### src/rtl/fpu_pkg.sv
// Shared types and constants for the fpu start/done protocol and its request driver.
package fpu_pkg;

    localparam int          FP32_W    = 32;
    localparam logic [31:0] FP32_QNAN = 32'h7FC0_0000;

    typedef enum logic [1:0] {
        FPU_ADD = 2'b00,
        FPU_SUB = 2'b01,
        FPU_MUL = 2'b10,
        FPU_DIV = 2'b11
    } fpu_op_e;

    typedef enum logic [1:0] {
        ST_IDLE  = 2'b00,
        ST_ISSUE = 2'b01,
        ST_WAIT  = 2'b10,
        ST_HOLD  = 2'b11
    } drv_state_e;

endpackage

### src/rtl/fpu_req_driver_if.sv
// Bundles the command stream, result stream and fpu-side signals of the request driver.
interface fpu_req_driver_if;
    import fpu_pkg::*;

    logic              cmd_valid;
    logic              cmd_ready;
    logic [1:0]        cmd_op;
    logic [FP32_W-1:0] cmd_a;
    logic [FP32_W-1:0] cmd_b;

    logic              res_valid;
    logic              res_ready;
    logic [FP32_W-1:0] res_data;
    logic [1:0]        res_op;
    logic              res_err;

    logic              fpu_start;
    logic [1:0]        fpu_op;
    logic [FP32_W-1:0] fpu_a;
    logic [FP32_W-1:0] fpu_b;
    logic [FP32_W-1:0] fpu_r;
    logic              fpu_done;

    logic              busy;

    // Driver side
    modport master (
        input  cmd_valid, cmd_op, cmd_a, cmd_b, res_ready, fpu_r, fpu_done,
        output cmd_ready, res_valid, res_data, res_op, res_err,
               fpu_start, fpu_op, fpu_a, fpu_b, busy
    );

    // Command source, result consumer and fpu side
    modport slave (
        output cmd_valid, cmd_op, cmd_a, cmd_b, res_ready, fpu_r, fpu_done,
        input  cmd_ready, res_valid, res_data, res_op, res_err,
               fpu_start, fpu_op, fpu_a, fpu_b, busy
    );

endinterface

### src/rtl/fpu_req_watchdog.sv
// Clear/enable/expire counter that abandons a stalled fpu operation; used only when
// FPU_REQ_TIMEOUT_EN is defined. expire is high on the TIMEOUT_CYCLES-th enabled edge.
module fpu_req_watchdog #(
    parameter int TIMEOUT_CYCLES = 64
) (
    input  logic clk,
    input  logic rst,
    input  logic clear,
    input  logic enable,
    output logic expire
);

    localparam logic [15:0] LAST_CNT = 16'(TIMEOUT_CYCLES - 1);

    logic [15:0] cnt_reg;

    always_ff @(posedge clk or posedge rst) begin
        if (rst) begin
            cnt_reg <= '0;
        end else if (clear) begin
            cnt_reg <= '0;
        end else if (enable && (cnt_reg != LAST_CNT)) begin
            // Saturate so a held enable never wraps back into a false non-expiry
            cnt_reg <= cnt_reg + 16'd1;
        end
    end

    assign expire = enable && (cnt_reg == LAST_CNT);

endmodule

### src/rtl/fpu_req_driver.sv
// Initiator for the fpu start/done protocol: one operation in flight, registered start pulse,
// operands held until done, result returned on a valid/ready stream. Optional FPU_REQ_TIMEOUT_EN.
module fpu_req_driver
    import fpu_pkg::*;
#(
    parameter int TIMEOUT_CYCLES = 64
) (
    input  logic clk,
    input  logic rst,
    fpu_req_driver_if.master bus
);

    if (TIMEOUT_CYCLES < 2 || TIMEOUT_CYCLES > 65535) begin : g_bad_timeout
        $error("fpu_req_driver: TIMEOUT_CYCLES must be within 2..65535");
    end

    drv_state_e        state_reg, state_next;
    logic              accept;
    logic              done_hit;
    logic              start_reg;
    fpu_op_e           op_reg;
    logic [FP32_W-1:0] a_reg, b_reg;
    logic [FP32_W-1:0] res_data_reg;
    fpu_op_e           res_op_reg;

`ifdef FPU_REQ_TIMEOUT_EN
    logic expire;
    logic timeout_hit;
    logic res_err_reg;

    fpu_req_watchdog #(
        .TIMEOUT_CYCLES (TIMEOUT_CYCLES)
    ) u_watchdog (
        .clk    (clk),
        .rst    (rst),
        .clear  (state_reg != ST_WAIT),
        .enable (state_reg == ST_WAIT),
        .expire (expire)
    );
`endif

    always_comb begin
        state_next = state_reg;
        accept     = 1'b0;
        done_hit   = 1'b0;
`ifdef FPU_REQ_TIMEOUT_EN
        timeout_hit = 1'b0;
`endif
        case (state_reg)
            ST_IDLE: begin
                if (bus.cmd_valid) begin
                    accept     = 1'b1;
                    state_next = ST_ISSUE;
                end
            end
            // done during the start cycle belongs to nothing we issued
            ST_ISSUE: state_next = ST_WAIT;
            ST_WAIT: begin
                if (bus.fpu_done) begin
                    done_hit   = 1'b1;
                    state_next = ST_HOLD;
                end
`ifdef FPU_REQ_TIMEOUT_EN
                else if (expire) begin
                    timeout_hit = 1'b1;
                    state_next  = ST_HOLD;
                end
`endif
            end
            ST_HOLD: begin
                if (bus.res_ready) begin
                    state_next = ST_IDLE;
                end
            end
            default: state_next = ST_IDLE;
        endcase
    end

    always_ff @(posedge clk or posedge rst) begin
        if (rst) begin
            state_reg    <= ST_IDLE;
            start_reg    <= 1'b0;
            op_reg       <= FPU_ADD;
            a_reg        <= '0;
            b_reg        <= '0;
            res_data_reg <= '0;
            res_op_reg   <= FPU_ADD;
        end else begin
            state_reg <= state_next;
            start_reg <= accept;
            if (accept) begin
                op_reg <= fpu_op_e'(bus.cmd_op);
                a_reg  <= bus.cmd_a;
                b_reg  <= bus.cmd_b;
            end
            if (done_hit) begin
                res_data_reg <= bus.fpu_r;
                res_op_reg   <= op_reg;
            end
`ifdef FPU_REQ_TIMEOUT_EN
            else if (timeout_hit) begin
                res_data_reg <= FP32_QNAN;
                res_op_reg   <= op_reg;
            end
`endif
        end
    end

`ifdef FPU_REQ_TIMEOUT_EN
    // done outranks timeout on the same edge, so done_hit is checked first
    always_ff @(posedge clk or posedge rst) begin
        if (rst) begin
            res_err_reg <= 1'b0;
        end else if (done_hit) begin
            res_err_reg <= 1'b0;
        end else if (timeout_hit) begin
            res_err_reg <= 1'b1;
        end
    end
    assign bus.res_err = res_err_reg;
`else
    assign bus.res_err = 1'b0;
`endif

    // Ready is masked by rst so it reads 0 for the whole reset pulse
    assign bus.cmd_ready = (state_reg == ST_IDLE) && !rst;
    assign bus.res_valid = (state_reg == ST_HOLD);
    assign bus.res_data  = res_data_reg;
    assign bus.res_op    = res_op_reg;
    assign bus.fpu_start = start_reg;
    assign bus.fpu_op    = op_reg;
    assign bus.fpu_a     = a_reg;
    assign bus.fpu_b     = b_reg;
    assign bus.busy      = (state_reg != ST_IDLE);

endmodule
### src/flat_wrapper.sv
// flat-port wrapper written by rule: the top's interface ports become plain ports
module fpu_req_driver_flat import fpu_pkg::*;
#(
    parameter int TIMEOUT_CYCLES = 64
)
  (clk, rst, bus_cmd_valid, bus_cmd_op, bus_cmd_a, bus_cmd_b, bus_res_ready, bus_fpu_r, bus_fpu_done, bus_cmd_ready, bus_res_valid, bus_res_data, bus_res_op, bus_res_err, bus_fpu_start, bus_fpu_op, bus_fpu_a, bus_fpu_b, bus_busy);
  fpu_req_driver_if bus_i ();
  input  logic clk;
  input  logic rst;
  input wire logic [$bits(bus_i.cmd_valid)-1:0] bus_cmd_valid;
  input wire logic [$bits(bus_i.cmd_op)-1:0] bus_cmd_op;
  input wire logic [$bits(bus_i.cmd_a)-1:0] bus_cmd_a;
  input wire logic [$bits(bus_i.cmd_b)-1:0] bus_cmd_b;
  input wire logic [$bits(bus_i.res_ready)-1:0] bus_res_ready;
  input wire logic [$bits(bus_i.fpu_r)-1:0] bus_fpu_r;
  input wire logic [$bits(bus_i.fpu_done)-1:0] bus_fpu_done;
  output wire logic [$bits(bus_i.cmd_ready)-1:0] bus_cmd_ready;
  output wire logic [$bits(bus_i.res_valid)-1:0] bus_res_valid;
  output wire logic [$bits(bus_i.res_data)-1:0] bus_res_data;
  output wire logic [$bits(bus_i.res_op)-1:0] bus_res_op;
  output wire logic [$bits(bus_i.res_err)-1:0] bus_res_err;
  output wire logic [$bits(bus_i.fpu_start)-1:0] bus_fpu_start;
  output wire logic [$bits(bus_i.fpu_op)-1:0] bus_fpu_op;
  output wire logic [$bits(bus_i.fpu_a)-1:0] bus_fpu_a;
  output wire logic [$bits(bus_i.fpu_b)-1:0] bus_fpu_b;
  output wire logic [$bits(bus_i.busy)-1:0] bus_busy;
  assign bus_i.cmd_valid = bus_cmd_valid;
  assign bus_i.cmd_op = bus_cmd_op;
  assign bus_i.cmd_a = bus_cmd_a;
  assign bus_i.cmd_b = bus_cmd_b;
  assign bus_i.res_ready = bus_res_ready;
  assign bus_i.fpu_r = bus_fpu_r;
  assign bus_i.fpu_done = bus_fpu_done;
  assign bus_cmd_ready = bus_i.cmd_ready;
  assign bus_res_valid = bus_i.res_valid;
  assign bus_res_data = bus_i.res_data;
  assign bus_res_op = bus_i.res_op;
  assign bus_res_err = bus_i.res_err;
  assign bus_fpu_start = bus_i.fpu_start;
  assign bus_fpu_op = bus_i.fpu_op;
  assign bus_fpu_a = bus_i.fpu_a;
  assign bus_fpu_b = bus_i.fpu_b;
  assign bus_busy = bus_i.busy;
  fpu_req_driver #(.TIMEOUT_CYCLES(TIMEOUT_CYCLES)) u_core (.clk(clk), .rst(rst), .bus(bus_i));
endmodule
### config.mk
export PLATFORM = sky130hd
export DESIGN_NAME = fpu_req_driver_flat
export DESIGN_NICKNAME = d
export VERILOG_FILES = /design/src/rtl/fpu_pkg.sv /design/src/rtl/fpu_req_driver_if.sv /design/src/rtl/fpu_req_watchdog.sv /design/src/rtl/fpu_req_driver.sv /design/src/flat_wrapper.sv
export SDC_FILE = /design/constraint.sdc
export NUM_CORES = 1
export LEC_CHECK = 0
export CAP_MARGIN = 0
export CORE_ASPECT_RATIO = 1.2
export CORE_MARGIN = 3
export CORE_UTILIZATION = 30
export DETAILED_ROUTE_END_ITERATION = 12
export DONT_BUFFER_PORTS = 1
export SYNTH_ARGS = -nofsm -noshare
export SYNTH_HDL_FRONTEND = slang
export SYNTH_HIERARCHICAL = 1
export SYNTH_SLANG_ARGS = --single-unit
### constraint.sdc
create_clock -name clk -period 4.14 [get_ports clk]
set_input_delay 0.828 -clock clk [delete_from_list [all_inputs] [get_ports clk]]
set_output_delay 0.828 -clock clk [all_outputs]
set_load 0.005 [all_outputs]
==> flow_summary.json, run 1 <==
{
  "yosysUniqueCellTypes": 15,
  "setup.worst_path.start": "u_core/state_reg[0]",
  "area_delta_synth_final_pct": 11.6,
  "gp_congestion": 0.655,
  "die_width_um": 110,
  "crit_path_end": "u_core/bus.fpu_a[8]",
  "tns_ns": 0,
  "ios": 208,
  "cp_max_fo": 58,
  "layout-drive-gt1-share_pct": 50.4,
  "root_buffer": "clkbuf_16",
  "grt_pass1_wl_mm": 10.8,
  "power_frac_clock_pct": 23.8,
  "drtAntennaViolNets": 0,
  "start_kind": "flip-flop",
  "synth_area_leader_cell": "dfrtp_1",
  "worstPathArrival_ns": 2.53,
  "diodes": 0,
  "synth_edf_count": 0,
  "slew_viol_final": 0,
  "clock_sinks": 103,
  "grt.overflow.total": 0,
  "clockBufferDepth": 2,
  "dp_hpwl_mm": 5.64,
  "ys.flop_type": "dfrtp_1",
  "regArea_mm2": 0.00258,
  "post-route-period-util_pct": 56.0,
  "avgSynthCellArea_um2": 16.8,
  "relSlewSlack_pct": 37.5,
  "antenna_found_initial": 0,
  "synthesis.nets": 338,
  "routedWlPerCell_um": 18.9,
  "rsz0062_at_grt": "no",
  "synth_seq_cells": 103,
  "required_ns": 4.36,
  "power_switching_mw": 1.04,
  "first_pass_iters": 4,
  "yosysWarningCount": 6,
  "cts_max_level": 3,
  "combPwrFrac_pct": 22.8,
  "status": "completed",
  "synthTopCellsByCount": "dfrtp_1, mux2_2, buf_2",
  "crit_type": "reg -> reg",
  "drcViolationCount": 0,
  "p_per_area_mw_per_mm2": 830,
  "p_leak_nw": 1.85,
  "tritoncts": "built",
  "finalHoldViolCount": 0,
  "ir_drop_uv": 306,
  "max_freq_mhz": 432,
  "n_fill_cell": 1242,
  "hp-start": "u_core/bus.fpu_a[2]",
  "multi_input_comb_area_mm2": 0.00122,
  "netlist_instances": 232,
  "synth_top_cell_area_share_pct": 66.0,
  "min_path_type": "reg -> reg",
  "period_needed_ns": 2.32,
  "syn_area_mm2": 0.00390,
  "synth.most_common_cell": "dfrtp_1",
  "grt_pass1_vias": 2097,
  "vias_per_cell": 4.64,
  "critPathCaptureType": "flip-flop",
  "drt-total-wl_mm": 7.60,
  "ctsHoldBuffers": 0,
  "r2r_slack_ns": 1.82,
  "cts_buffers": 9,
  "rows": 45,
  "power_switching_share_pct": 28.7,
  "rr_startpoint": "u_core/state_reg[0]",
  "drt_iter0_drc": 89,
  "vias": 1864,
  "tightest_slew_ns": 0.937,
  "fin_total_pwr_mw": 3.62,
  "timing.max_cap.violations": 0,
  "cts_setup_buffers": 0,
  "grt_max_degree": 79,
  "reg2reg_depth": 6,
  "p_int_mw": 2.58,
  "timing.rr.end": "u_core/bus.fpu_a[8]",
  "setup_viol": 0,
  "die_height_um": 131,
  "clkLatencyLatePin_ns": 0.33,
  "synth_area_leaders": "dfrtp_1, mux2_2, ha_1",
  "clk_pin_slew_ns": 0.06,
  "ys_seq_area_share_pct": 66.0,
  "skew_ns": 0.00513,
  "portBuffers": 0,
  "cts.repair.resized": 0,
  "die-area_mm2": 0.0144,
  "core_area_mm2": 0.0127,
  "start_util_pct": 30.8,
  "power_frac_seq_pct": 53.4,
  "nNetsFinal": 341,
  "async_flop_share_pct": 100,
  "grt.total_usage_pct": 9.78
}
[routing by layer]
| metal | routed length, µm | up-vias | GRT usage [%] |
|---|---|---|---|
| li1 | - | 796 | - |
| met1 | 2650 | 931 | 10.4 |
| met2 | 3840 | 131 | 16.5 |
| met3 | 1030 | 6 | 5.41 |
| met4 | 83 | 0 | 3.26 |
| met5 | 0 | - | 0 |
[layout make-up]
class                   count  area share, %
well taps                 164           4.71
repair buffers              3          0.517
clock buffers              10           5.26
inverters                   7          0.661
multi-input cells         111           28.0
clock inverters             4           1.67
flip-flops and latches    103           59.2
[placed cells by master, fill, tap and decap left out, types with 2 or more instances in the layout]
master / count
nor2_1: 2
mux2_2: 100
dfrtp_1: 103
inv_1: 4
bufinv_16: 2
ha_1: 3
clkbuf_16: 9
inv_2: 2
buf_4: 3
[through the flow]
stage | instance area (µm²) | worst slack, ns | utilization, % | instances | hold WS (ns)
after floorplan | 3900 | 0.608 | - | 232 | 0.504
after CTS | 4360 | 1.78 | 34.4 | 402 | 0.540
after detailed placement | 4060 | 1.73 | 32.0 | 388 | 0.524
after global placement | 4060 | 1.78 | 32.0 | 388 | 0.520
after global routing | 4360 | 1.63 | 34.4 | 402 | 0.555
final | 4360 | 1.82 | 34.4 | 402 | 0.535
[cell families (layout without fill, tap and decap cells)]
logic type | count (synthesis) | count (layout) | share of synthesized area (%)
adders and majority gates | 3 | 3 | 0.962
AOI/OAI and AO/OA | 1 | 1 | 0.256
DFF | 103 | 103 | 66.0
buffers and inverters | 18 | 24 | 2.69
and+or+nand+nor | 4 | 4 | 0.577
other | 1 | 1 | 0.0961
muxes | 102 | 102 | 29.4
[worst min path at each step]
stage                     cells past startpoint                     end
after CTS                                     1    u_core/bus.fpu_b[27]
after detailed placement                      1  u_core/bus.res_data[3]
final                                         1     u_core/bus.fpu_a[2]
after global placement                        1    u_core/bus.fpu_b[13]
after global routing                          1    u_core/bus.fpu_a[11]
after floorplan                               1  u_core/bus.res_data[0]
[power groups by stage]
stage	logic [mW]	clock network (mW)	registers, mW
detailed placement	0.849	0	1.97
global placement	0.794	0	1.97
finish	0.825	0.859	1.93
global route	0.918	0.937	2.02
CTS	0.848	0.901	1.95
floorplan	0.757	0	1.83
[critical path, cell delays in order, from the launching register on]
cell     delay (ns)
dfrtp_1        0.39
inv_1          0.11
ha_1           0.21
inv_2          0.09
nor2_4         0.29
buf_4          0.65
mux2_2         0.41
Power figures use the tool's default switching activity.
==> inputs of run 2 (changes only) <==
- clock period: 4.14 -> 2.2 ns (I/O delays scaled with it)
==> run 2 against run 1 <==
Compared with the run above: power grew 90%; sequential share of layout area fell by 0.62 points; register-to-register slack worse by 1.4 ns; critical path depth did not move; fmax is 31% higher; combinational power grew 90%; worst hold slack got worse by 0.41 ns; non-clock buffer count increased by 1; wire length shrank 3.6%; sequential cell count unchanged; critical path type unchanged; largest cell class unchanged; largest power group unchanged; highest routed layer unchanged.
==> flow_summary.json, run 2 (same netlist as run 1, synthesis figures left out) <==
{
  "p_per_area_mw_per_mm2": 1560,
  "p_int_mw": 4.89,
  "rsz0062_at_grt": "no",
  "vias_per_cell": 4.60,
  "core_area_mm2": 0.0127,
  "worstPathArrival_ns": 1.99,
  "root_buffer": "clkbuf_16",
  "ir_drop_uv": 715,
  "timing.rr.end": "u_core/bus.fpu_b[11]",
  "ios": 208,
  "layout-drive-gt1-share_pct": 51.0,
  "power_frac_seq_pct": 53.1,
  "drtAntennaViolNets": 0,
  "grt.total_usage_pct": 9.43,
  "path_cells": "inv_1 > ha_1 > inv_2 > nor2_4 > buf_12 > mux2_2",
  "cpPeakStageDelay_ns": 0.39,
  "area_delta_synth_final_pct": 12.8,
  "ctsHoldBuffers": 0,
  "post-route-period-util_pct": 80.6,
  "status": "completed",
  "portBuffers": 0,
  "cpLargestDelayFamily": "buffers and inverters",
  "cp_slowest_cell": "dfrtp_1",
  "tns_ns": 0,
  "finalHoldViolCount": 0,
  "power_switching_mw": 1.98,
  "drcViolationCount": 0,
  "slew_viol_final": 0,
  "routedWlPerCell_um": 18.1,
  "min_path_type": "in -> async",
  "power_frac_clock_pct": 24.0,
  "worst_slack_ns": 0.426,
  "grt_pass1_wl_mm": 10.2,
  "tritoncts": "built",
  "start_kind": "flip-flop",
  "r2r_slack_ns": 0.43,
  "die_height_um": 131,
  "mostFrequentLayoutCells": "dfrtp_1, mux2_2, clkbuf_16",
  "die-area_mm2": 0.0144,
  "grt_pass1_vias": 1918,
  "first_pass_iters": 4,
  "cts_max_level": 3,
  "pre_cts_ws_ns": 0.423,
  "final_common_cell": "dfrtp_1",
  "drt_iter0_drc": 75,
  "required_ns": 2.42,
  "rr_startpoint": "u_core/state_reg[0]",
  "clkLatencyLatePin_ns": 0.34,
  "gp_congestion": 0.652,
  "cts_setup_buffers": 0,
  "skew_ns": 0.00550,
  "p_leak_nw": 1.86,
  "crit_buf_inv": 3,
  "dp_hpwl_mm": 5.38,
  "grt_max_degree": 104,
  "timing.max_cap.violations": 0,
  "fin_util_pct": 34.8,
  "clk_pin_slew_ns": 0.06,
  "clock_sinks": 103,
  "power_switching_share_pct": 28.8,
  "drt-total-wl_mm": 7.32,
  "tightest_slew_ns": 0.532,
  "die_width_um": 110,
  "setup_viol": 0,
  "crit_type": "reg -> reg",
  "max_freq_mhz": 564,
  "antenna_found_initial": 0,
  "cts.repair.resized": 0,
  "grt.overflow.total": 0,
  "vias": 1863,
  "rows": 45,
  "period_needed_ns": 1.77,
  "cp_max_fo": 67,
  "reg2reg_depth": 6,
  "fin_total_pwr_mw": 6.86,
  "critPathCaptureType": "flip-flop",
  "relSlewSlack_pct": 64.6,
  "clockBufferDepth": 2,
  "start_util_pct": 30.8,
  "combPwrFrac_pct": 22.9,
  "nNetsFinal": 342,
  "diodes": 0,
  "cts_buffers": 9
}
run 2: worst max-delay path by stage:
stage	to	startpoint	cells past startpoint
floorplan	u_core/bus.fpu_a[0]	rst	1
global placement	u_core/bus.fpu_a[30]	u_core/state_reg[0]	6
detailed placement	u_core/bus.fpu_b[11]	u_core/state_reg[0]	6
CTS	u_core/bus.fpu_b[11]	u_core/state_reg[0]	6
global route	u_core/bus.fpu_b[4]	u_core/state_reg[0]	6
finish	u_core/bus.fpu_b[11]	u_core/state_reg[0]	6
run 2: metrics by stage:
| stage | cells | cell area, µm² | hold WS, ns |
|---|---|---|---|
| 3_3_place_gp | 389 | 4090 | 0.515 |
| 2_1_floorplan | 232 | 3910 | 0.504 |
| 3_5_place_dp | 389 | 4090 | 0.522 |
| 6_report | 405 | 4400 | 0.120 |
| 4_1_cts | 405 | 4400 | 0.153 |
| 5_1_grt | 405 | 4400 | 0.158 |
run 2: worst reg2reg max path, stage by stage, from the launching register on:
cell and delay [ns]:
dfrtp_1 0.39, inv_1 0.10, ha_1 0.21, inv_2 0.09
nor2_4 0.12, buf_12 0.28, mux2_2 0.47
run 2: per-layer routing:
metal / track usage (%) / up-vias / share of wire [%]
met5: 0 / - / 0
met3: 5.21 / 7 / 13
li1: - / 805 / -
met1: 10.7 / 924 / 35
met2: 14.8 / 127 / 50
met4: 3.91 / 0 / 1.4
run 2: area by class of cell:
class	instances	area, µm²
fill	1223	8270
sequential	103	2580
multi-input combinational	111	1220
clock buffer	10	229
tap	164	205
clock inverter	6	85.1
timing repair buffer	4	55.1
inverter	7	30.0
run 2: power by group through the flow:
stage          registers, mW  clock network [mW]  logic [mW]
2_1_floorplan           3.44                   0        1.43
3_3_place_gp            3.70                   0        1.52
3_5_place_dp            3.71                   0        1.62
4_1_cts                 3.68                1.73        1.61
5_1_grt                 3.79                1.80        1.74
6_report                3.64                1.65        1.57
==> inputs of run 3 (changes only) <==
- clock period: 2.2 -> 1.81 ns (I/O delays scaled with it)
==> run 3 against run 2 <==
Compared with the run above: cell count increased by 0.99%; wire length increased by 9.1%; sequential power increased by 22%; critical endpoint is now u_core/bus.fpu_a[10]; clock power increased by 25%; clock-buffer cell count increased by 3; final area increased by 2.5%; first-iteration DRC count decreased by 56%; global-route usage decreased by 0.11 points; fmax increased by 2.6%; via count increased by 2.1%; highest routed layer unchanged.
==> flow_summary.json, run 3 (same netlist as run 1, synthesis figures left out) <==
{
  "design_area_mm2": 0.00451,
  "grt.total_usage_pct": 9.32,
  "ios": 208,
  "critPathCaptureType": "flip-flop",
  "start_kind": "flip-flop",
  "vias_per_cell": 4.65,
  "cp_slowest_cell": "dfrtp_1",
  "reg2reg_depth": 7,
  "grt_pass1_vias": 1918,
  "routedWlPerCell_um": 19.5,
  "grt.overflow.total": 0,
  "status": "completed",
  "n_fill_cell": 1222,
  "setup_viol": 0,
  "drtAntennaViolNets": 0,
  "drt-total-wl_mm": 7.99,
  "min_path_type": "in -> async",
  "ir_drop_uv": 634,
  "cts_buffers": 9,
  "tightest_slew_ns": 0.561,
  "nNetsFinal": 346,
  "cts_max_level": 3,
  "clock_sinks": 103,
  "final_common_cell": "dfrtp_1",
  "dpl_cell_area_mm2": 0.00410,
  "die-area_mm2": 0.0144,
  "finalHoldViolCount": 0,
  "drt_iter0_drc": 33,
  "p_leak_nw": 1.92,
  "start_util_pct": 30.8,
  "regArea_mm2": 0.00258,
  "diodes": 0,
  "portBuffers": 0,
  "rsz0062_at_grt": "no",
  "timing.max_cap.violations": 0,
  "die_width_um": 110,
  "grt_max_degree": 104,
  "die_height_um": 131,
  "grt_pass1_wl_mm": 10.1,
  "fin_total_pwr_mw": 8.57,
  "clk_pin_slew_ns": 0.06,
  "gp_congestion": 0.650,
  "relSlewSlack_pct": 62.6,
  "skew_ns": 0.00656,
  "antenna_found_initial": 0,
  "drcViolationCount": 0,
  "worstPathArrival_ns": 1.94,
  "cpPeakStageDelay_ns": 0.39,
  "layout-drive-gt1-share_pct": 51.8,
  "cp_max_fo": 17,
  "area_delta_synth_final_pct": 15.6,
  "tritoncts": "built",
  "mostFrequentLayoutCells": "dfrtp_1, mux2_2, clkbuf_16",
  "core_area_mm2": 0.0127,
  "period_needed_ns": 1.73,
  "path_cells": "inv_1 > ha_2 > inv_2 > nor2_4 > buf_12 > clkbuf_16 > mux2_2",
  "post-route-period-util_pct": 95.5,
  "first_pass_iters": 4,
  "p_per_area_mw_per_mm2": 1900,
  "root_buffer": "clkbuf_16",
  "clockBufferDepth": 2,
  "rows": 45,
  "max_freq_mhz": 578,
  "dp_hpwl_mm": 5.41,
  "ctsHoldBuffers": 0,
  "tns_ns": 0,
  "slew_viol_final": 0,
  "clkLatencyLatePin_ns": 0.33,
  "vias": 1903,
  "required_ns": 2.02,
  "multi_input_comb_area_mm2": 0.00122,
  "crit_type": "reg -> reg"
}
[run 3: cell count changes in the layout (fill, tap and decap cells not counted), sizes merged]
| cell | previous run | this run |
|---|---|---|
| clkbuf | 10 | 15 |
| clkinvlp | 3 | 1 |
| buf | 4 | 6 |
| clkinv | 2 | 1 |
[run 3: area by class of cell]
class	instances	share of cell area (%)
clock buffers	13	5.76
clock inverters	3	1.44
inverters	7	0.665
multi-input cells	111	27.1
flip-flops and latches	103	57.1
well taps	164	4.55
repair buffers	8	3.38
[run 3: where the power goes]
part	total (mW)	internal, mW	switching [mW]
Combinational	2.09	1.34	0.745
Clock	2.06	1.29	0.772
Sequential	4.43	3.50	0.928
Total	8.57	6.13	2.44
[run 3: what timing repair did]
action,4_1_cts,5_1_grt
buffers inserted,0,1
endpoints found under the setup margin,0,66
resized for setup,0,2
[run 3: path summary, 6_finish.rpt]
kind / endpoint / start / slack (ns)
max in group asynchronous: u_core/bus.fpu_a[8] / rst / 1.32
hold / removal: u_core/bus.fpu_a[21] / rst / 0.02
setup / recovery: u_core/bus.fpu_a[10] / u_core/state_reg[0] / 0.08
min in group clk: u_core/bus.fpu_b[21] / bus_cmd_b[21] / 0.17
hold reg to reg: u_core/bus.fpu_b[19] / u_core/bus.fpu_b[19] / 0.53
setup reg to reg: u_core/bus.fpu_a[10] / u_core/state_reg[0] / 0.08
[run 3: metal layers]
layer  up-vias  GRT usage [%]  routed length (µm)
met3         7           5.36                1010
met4         0           3.70                  99
li1        815              -                   -
met5         -              0                   0
met2       129           15.2                4010
met1       952           9.91                2870
[run 3: critical path: cells and delay by family (launching register included)]
family	cells	cell delay, ns
adder cells (fa/ha/maj)	1	0.21
flip-flops	1	0.39
buffers and inverters	4	0.50
AND/OR/NAND/NOR	1	0.14
multiplexers	1	0.35
[run 3: metrics by stage]
stage          std cells  utilization (%)  hold WS, ns  worst slack (ns)
6_report             409             35.6       0.0216            0.0812
4_1_cts              405             34.9       0.0743           0.00371
3_5_place_dp         389             32.4        0.439            0.0214
5_1_grt              409             35.6       0.0901           0.00460
3_3_place_gp         389             32.4        0.435             0.102
2_1_floorplan        232                -        0.504             0.216
